<file path="src/rtl/nonoverlap_phase_gen.sv">
// rtl/nonoverlap_phase_gen.sv - two-phase non-overlapping switch clock generator with early-fall phases
module nonoverlap_phase_gen #(
  parameter int CNT_W   = 8,
  parameter int EARLY_W = 4
) (
  input  logic               clk,
  input  logic               rst_n,
  input  logic               en,
  input  logic [CNT_W-1:0]   cfg_high,
  input  logic [CNT_W-1:0]   cfg_dead,
  input  logic [EARLY_W-1:0] cfg_early,
  output logic               phi1,
  output logic               phi2,
  output logic               phi1e,
  output logic               phi2e,
  output logic               busy,
  output logic               period_done
);

  typedef enum logic [2:0] {
    IDLE   = 3'd0,
    PH1    = 3'd1,
    DEAD12 = 3'd2,
    PH2    = 3'd3,
    DEAD21 = 3'd4
  } state_t;

  localparam logic [CNT_W-1:0] ONE  = CNT_W'(1);
  localparam logic [CNT_W-1:0] ZERO = '0;

  state_t           state;
  logic [CNT_W-1:0] cnt;
  logic [CNT_W-1:0] h_q;
  logic [CNT_W-1:0] d_q;
  logic [CNT_W-1:0] e_q;

  logic [CNT_W-1:0] h_new;
  logic [CNT_W-1:0] d_new;
  logic [CNT_W-1:0] e_ext;
  logic [CNT_W-1:0] e_new;

  // Sanitised configuration, only latched into the shadows at a period boundary.
  always_comb begin
    h_new = (cfg_high == ZERO) ? ONE : cfg_high;
    d_new = (cfg_dead == ZERO) ? ONE : cfg_dead;
    e_ext = CNT_W'(cfg_early);
    e_new = (e_ext > (h_new - ONE)) ? (h_new - ONE) : e_ext;
  end

  always_ff @(posedge clk) begin
    if (!rst_n) begin
      state       <= IDLE;
      cnt         <= ZERO;
      h_q         <= ONE;
      d_q         <= ONE;
      e_q         <= ZERO;
      phi1        <= 1'b0;
      phi2        <= 1'b0;
      phi1e       <= 1'b0;
      phi2e       <= 1'b0;
      busy        <= 1'b0;
      period_done <= 1'b0;
    end else begin
      period_done <= 1'b0;
      case (state)
        IDLE: begin
          phi1  <= 1'b0;
          phi2  <= 1'b0;
          phi1e <= 1'b0;
          phi2e <= 1'b0;
          busy  <= 1'b0;
          if (en) begin
            h_q   <= h_new;
            d_q   <= d_new;
            e_q   <= e_new;
            cnt   <= h_new - ONE;
            state <= PH1;
            phi1  <= 1'b1;
            phi1e <= 1'b1;
            busy  <= 1'b1;
          end
        end

        PH1: begin
          if (cnt == ZERO) begin
            state <= DEAD12;
            cnt   <= d_q - ONE;
            phi1  <= 1'b0;
            phi1e <= 1'b0;
          end else begin
            cnt   <= cnt - ONE;
            // Early phase stays high while the next cycle still lies in the first H-E cycles.
            phi1e <= (cnt > e_q);
          end
        end

        DEAD12: begin
          if (cnt == ZERO) begin
            state <= PH2;
            cnt   <= h_q - ONE;
            phi2  <= 1'b1;
            phi2e <= 1'b1;
          end else begin
            cnt <= cnt - ONE;
          end
        end

        PH2: begin
          if (cnt == ZERO) begin
            state       <= DEAD21;
            cnt         <= d_q - ONE;
            phi2        <= 1'b0;
            phi2e       <= 1'b0;
            period_done <= (d_q == ONE);
          end else begin
            cnt   <= cnt - ONE;
            phi2e <= (cnt > e_q);
          end
        end

        DEAD21: begin
          if (cnt == ZERO) begin
            if (en) begin
              h_q   <= h_new;
              d_q   <= d_new;
              e_q   <= e_new;
              cnt   <= h_new - ONE;
              state <= PH1;
              phi1  <= 1'b1;
              phi1e <= 1'b1;
            end else begin
              state <= IDLE;
              busy  <= 1'b0;
            end
          end else begin
            cnt         <= cnt - ONE;
            period_done <= (cnt == ONE);
          end
        end

        default: begin
          state <= IDLE;
          busy  <= 1'b0;
        end
      endcase
    end
  end

endmodule

</file>
<file path="config.mk">
export PLATFORM = sky130hd
export DESIGN_NAME = nonoverlap_phase_gen
export DESIGN_NICKNAME = d
export VERILOG_FILES = /design/src/rtl/nonoverlap_phase_gen.sv
export SDC_FILE = /design/constraint.sdc
export NUM_CORES = 1
export LEC_CHECK = 0
export ABC_CLOCK_PERIOD_IN_PS = 3300
export CAP_MARGIN = 20
export CORE_ASPECT_RATIO = 1.4
export CORE_MARGIN = 2
export CORE_UTILIZATION = 31
export CTS_CLUSTER_SIZE = 28
export DETAILED_ROUTE_END_ITERATION = 10
export PLACE_DENSITY = 0.46
export SKIP_LAST_GASP = 1
export SLEW_MARGIN = 10
export SYNTH_ARGS = -nofsm -noshare
export SYNTH_HDL_FRONTEND = slang
export SYNTH_SLANG_ARGS = --single-unit
</file>
<file path="constraint.sdc">
create_clock -name clk -period 3.3 [get_ports clk]
set_clock_uncertainty 0.2 [all_clocks]
set_input_delay 0.33 -clock clk [delete_from_list [all_inputs] [get_ports clk]]
set_output_delay 0.33 -clock clk [all_outputs]
set_load 0.005 [all_outputs]
</file>
# == After elaboration in Yosys (flattened, before gate mapping) ==
# Index checks and enable logic that the tools add are counted.
# op_classes
n_lt_le_gt_ge,2
muxes,40
addsub,4
n_reduce_logical,17
eq_ne,13
n_bitwise,1
# op_table
op,count
$mux W8,13
$pmux W8 S2,3
$pmux W8 S4,1
$sub A8 B1 Y8 const B,4
$logic_not A8 Y1,3
$eq A8 B1 Y1 const B,2
$mux W3,5
$pmux W1 S3,5
$pmux W3 S5,1
$ne A2 B2 Y1 const B,7
$mux W1,11
$reduce_and A3 Y1,3
$gt A4 B8 Y1,1
$gt A8 B8 Y1,1
$eq A3 B2 Y1 const B,2
$reduce_bool A3 Y1,2
$reduce_and A5 Y1,1
$reduce_and A2 Y1,2
$reduce_and A4 Y1,1
$reduce_bool A4 Y1,1
$eq A3 B1 Y1 const B,1
$eq A3 B3 Y1 const B,1
$logic_not A3 Y1,1
$reduce_or A3 Y1,1
4 further kinds,4
# totals
elab_cells,88
out_inout_bits,6
in_bits,23
reg_bits,41

# == Logic depth before layout (Yosys ltp) ==
# logic_depth
depth_word,8
ltp_mapped,11
mapped_depth_nobuf,9

# == Worst setup path after synthesis ==
# OpenSTA, ideal clock, no wires.
# synth_timing
path_kind,input to register
startpoint,input port cfg_high[3]
endpoint,register e_q[0]
required_time_ps,3026
path_buffers,1
path_stages,10
t_arrival_ps,2443
setup_slack_ps,583
setup_time_ps,74
path_cell_list,clkbuf_1 > nor3_1 > a31oi_1 > ha_1 > xnor2_1 > ha_1 > nand4_1 > nand4_1 > or3b_1 > a31oi_1
# synth_between
elab_chain_len,8
# synth_rtl
item,line_no,rtl
"start, declared",9,"input logic [CNT_W-1:0] cfg_high,"
$logic_not A8 Y1,44,h_new = (cfg_high == ZERO) ? ONE : cfg_high;
$mux W8 *,44,
$sub A8 B1 Y8 *,47,e_new = (e_ext > (h_new - ONE)) ? (h_new - ONE) : e_ext;
$gt A4 B8 Y1,47,
$mux W8 *,47,
$mux W8 *,"72, 123",
$mux W8,122,if (cnt == ZERO) begin
$pmux W8 S2 *,65,case (state)
"end signal, assigned",75,e_q <= e_new;
"end signal, assigned",126,e_q <= e_new;
"end, declared",35,logic [CNT_W-1:0] e_q;
# Mark *: on every way between the ends. The rest lies on a longest branch, timed or not. The select of a mux whose other input is x is not followed.
# A chain may end at the register's enable or synchronous reset.

# == Worst setup path in the final report ==
# layout_timing
startpoint,input port cfg_high[4]
endpoint,register e_q[0]
# The elaborated chain is that of the path after synthesis.

==> key figures <==
Run status
  – Run status: finished, final reports clean

Timing
  – Final period util: 87.8%
  – Rel. slew slack: 55.3%
  – Fmax: 345 MHz
  – Final hold violations: 0
  – Worst slew pin tran: 0.669 ns
  – Worst hold slack: 0.250 ns
  – Unrepaired setup endpoints after global routing: false
  – Min Tclk post-route: 2.90 ns
  – Pins Over Slew Limit: 0
  – Setup_tns: 0 ns
  – Final setup fails: 0

Detailed routing
  – Initial DRC Count: 229
  – Routed wire length: 10200 um
  – Vias per cell: 5.72
  – Routed len/inst: 18.9 um
  – Antenna-violating nets left: 0
  – DR vias: 3102
  – First-pass DRT Iterations: 4
  – Post-route DRC: 0

Synthesis
  – Async SR Flop Fraction: 0%
  – Sequential element share of the synthesized area: 27.5%
  – Unique masters post-synth: 58
  – Post-Synth Simple-Gate Area: 24.0%
  – Post-synth EDFFs: 0
  – Synth Area in Compound Gates: 28.9%
  – Synthesis Warnings: 0
  – Post-synth top flop: dfxtp_1
  – Post-synth net total: 442
  – Synthesized instance count: 401
  – Multiplexer area fraction after synthesis: 0.377%
  – Mapped Avg Cell Area: 7.45 um^2
  – Mapped Area: 2990 um^2
  – Synth Area in Adders: 7.54%
  – Synth Area in XOR/XNOR: 4.40%
  – Largest family of logic cells by synthesized area: compound AO/OA/AOI/OAI gates
  – Count of state elements after synthesis: 41

Worst setup path
  – WS Path Type: input port to flip-flop
  – FF-to-FF End: cnt[0]
  – Worst-path fanout max: 8
  – FF-to-FF setup slack: 0.55 ns
  – R2r worst-path depth: 7
  – Critical R2R Launch: cnt[0]
  – CP startpoint kind: input port
  – CP Capture Type: flip-flop
  – Worst endpoint data arrival time: 2.92 ns
  – CP startpoint: cfg_high[4]
  – WP data required: 3.33 ns

Power and ir drop
  – Worst vdd ir: 0.000244 V
  – Power Density: 619 nW/um^2
  – Leakage: 1.31 nW

Worst hold path
  – Hold EP: e_q[7]
  – WHS Path Cells: 2
  – HP Class: flip-flop to flip-flop
  – Min-delay src: e_q[7]

Floorplanning
  – Initial core utilization: 31.8%
  – Io pins: 29
  – Placeable Area: 9410 um^2
  – Die width: 87.0 um
  – Cell Rows: 42
  – Die height: 120 um
  – Die area: 10500 um^2

Cells and area
  – Most frequent cells in the layout: nand2_1 (56), dfxtp_1 (41), a21oi_1 (34)
  – Sequential standard cell area: 821 um^2
  – Fillcell total: 1004
  – Nets: 472
  – Layout cells sized above 1: 9.03%
  – Synthesis-to-layout area growth: 20.9%
  – Area of the multi-input gates: 1950 um^2
  – Design area: 3610 um^2
  – Antenna diodes: 0
  – Most common cell after layout, fill and taps aside: nand2_1
  – Fin cells: 542

Clock network
  – Skew-Pair Late Insertion Delay: 0.29 ns
  – Post-CTS Setup Inserts: 0
  – Hold_buf cts: 0
  – Root Driver: clkbuf_16
  – CTS Buffer Depth: 2
  – CTS tree: built
  – Clk sinks: 41
  – H-tree lvl count: 2
  – Worst-path clk slew: 0.07 ns
  – CTS buffer count: 5
  – PostCTS Resize Cnt: 0

GRT
  – Largest net degree at the start of global routing: 28
  – Global route overflow: 0
  – Total Routing Usage GR: 20.6%
  – Vias in the first global route: 3055
  – Initial antenna violation count: 0
  – First-pass GRT wire length: 16400 um

Placed design
  – Cell Area, Placed: 3450 um^2
  – Dpl hpwl: 7770 um
  – Port buffer count: 28
  – Inst Count DP: 534
  – GPL Wtd Cong: 0.891

Job
  – Max-cap violations: 0
area by class of cell:
cell class                      count  share of cell area, %
Clock buffer                        7                   4.23
Clock inverter                      1                  0.139
Inverter                           23                   2.39
Multi-Input combinational cell    308                   54.0
Sequential cell                    41                   22.7
Tap cell                          110                   3.81
Timing Repair Buffer               52                   12.7
sequential cells by signal, indices dropped and copies added, names as in the netlist:
| register | flops |
|---|---|
| phi1e | 1 |
| phi2 | 1 |
| phi2e | 1 |
| state | 3 |
| phi1 | 1 |
| h_q | 8 |
| d_q | 8 |
| cnt | 8 |
| period_done | 1 |
| busy | 1 |
| e_q | 8 |
routing by layer:
metal	vias to the layer above	share of wire (%)	GRT usage [%]
li1	1545	-	-
met1	1473	41	24.1
met2	66	53	36.7
met3	18	3.3	3.44
met4	0	2.7	7.62
met5	-	0	0
synth_stat cells, drive strengths merged, types with 2 or more instances:
library cell  instances  share of area, %
nor3b                 4               1.0
clkbuf               20               2.5
dfxtp                41                27
and3                  2              0.42
nand2b                3              0.63
a211o                 3              0.88
o211ai                9               2.3
o21a                  5               1.3
nand4                 6               1.3
buf                   9               1.9
nor2b                 4              0.84
o21ai                27               4.9
or3                   7               1.5
nor4                  8               1.7
nand2                56               7.0
o31a                  3              0.88
o221ai                6               1.8
a22oi                 2              0.50
or4                   5               1.4
nor2                 16               2.0
nand3                11               2.0
or3b                  2              0.59
o2111ai               3              0.88
o22ai                 4              0.84
xor2                  4               1.2
nor3                 15               2.5
ha                   18               7.5
o311ai                5               1.7
a31oi                11               2.3
a311oi                2              0.59
a221oi                3              0.88
a21oi                35               6.0
xnor2                11               3.2
inv                  22               2.8
o31ai                 4               1.0
critical path, stage by stage:
cell and delay (ns):
clkdlybuf4s50_1 0.43, nor3_1 0.29, a31oi_1 0.16, ha_1 0.25, xnor2_1 0.21, ha_1 0.28
nand4_1 0.10, nand4_1 0.27, or3b_1 0.44, a31oi_1 0.16
report_power, final:
part	internal, mW	leakage, nW	switching [mW]
combinational	0.425	0.889	0.593
clock	0.321	0.0799	0.217
sequential	0.564	0.337	0.118
worst max-delay path by stage:
stage / endpoint / slack (ns) / cells after the start
6_report: e_q[0] / 0.40 / 10
5_1_grt: e_q[0] / 0.18 / 10
4_1_cts: e_q[0] / 0.41 / 10
3_5_place_dp: e_q[0] / 0.10 / 10
3_3_place_gp: e_q[0] / 0.15 / 10
2_1_floorplan: e_q[0] / 0.58 / 10
cell families after synthesis:
| logic type | after synthesis |
|---|---|
| AND/OR/NAND/NOR | 144 |
| AO/OA/AOI/OAI | 130 |
| buffers and inverters | 52 |
| flip-flops | 41 |
| adder cells (fa/ha/maj) | 18 |
| XOR/XNOR | 15 |
| multiplexers | 1 |
through the flow:
| step | utilization [%] | worst slack (ns) | total power [mW] |
|---|---|---|---|
| after global routing | 38.4 | 0.185 | 2.39 |
| final | 38.4 | 0.404 | 2.24 |
| after global placement | 36.7 | 0.148 | 1.70 |
| after CTS | 38.4 | 0.405 | 2.24 |
| after detailed placement | 36.7 | 0.103 | 1.70 |
| after floorplan | - | 0.583 | 1.34 |
Power figures use the tool's default switching activity.
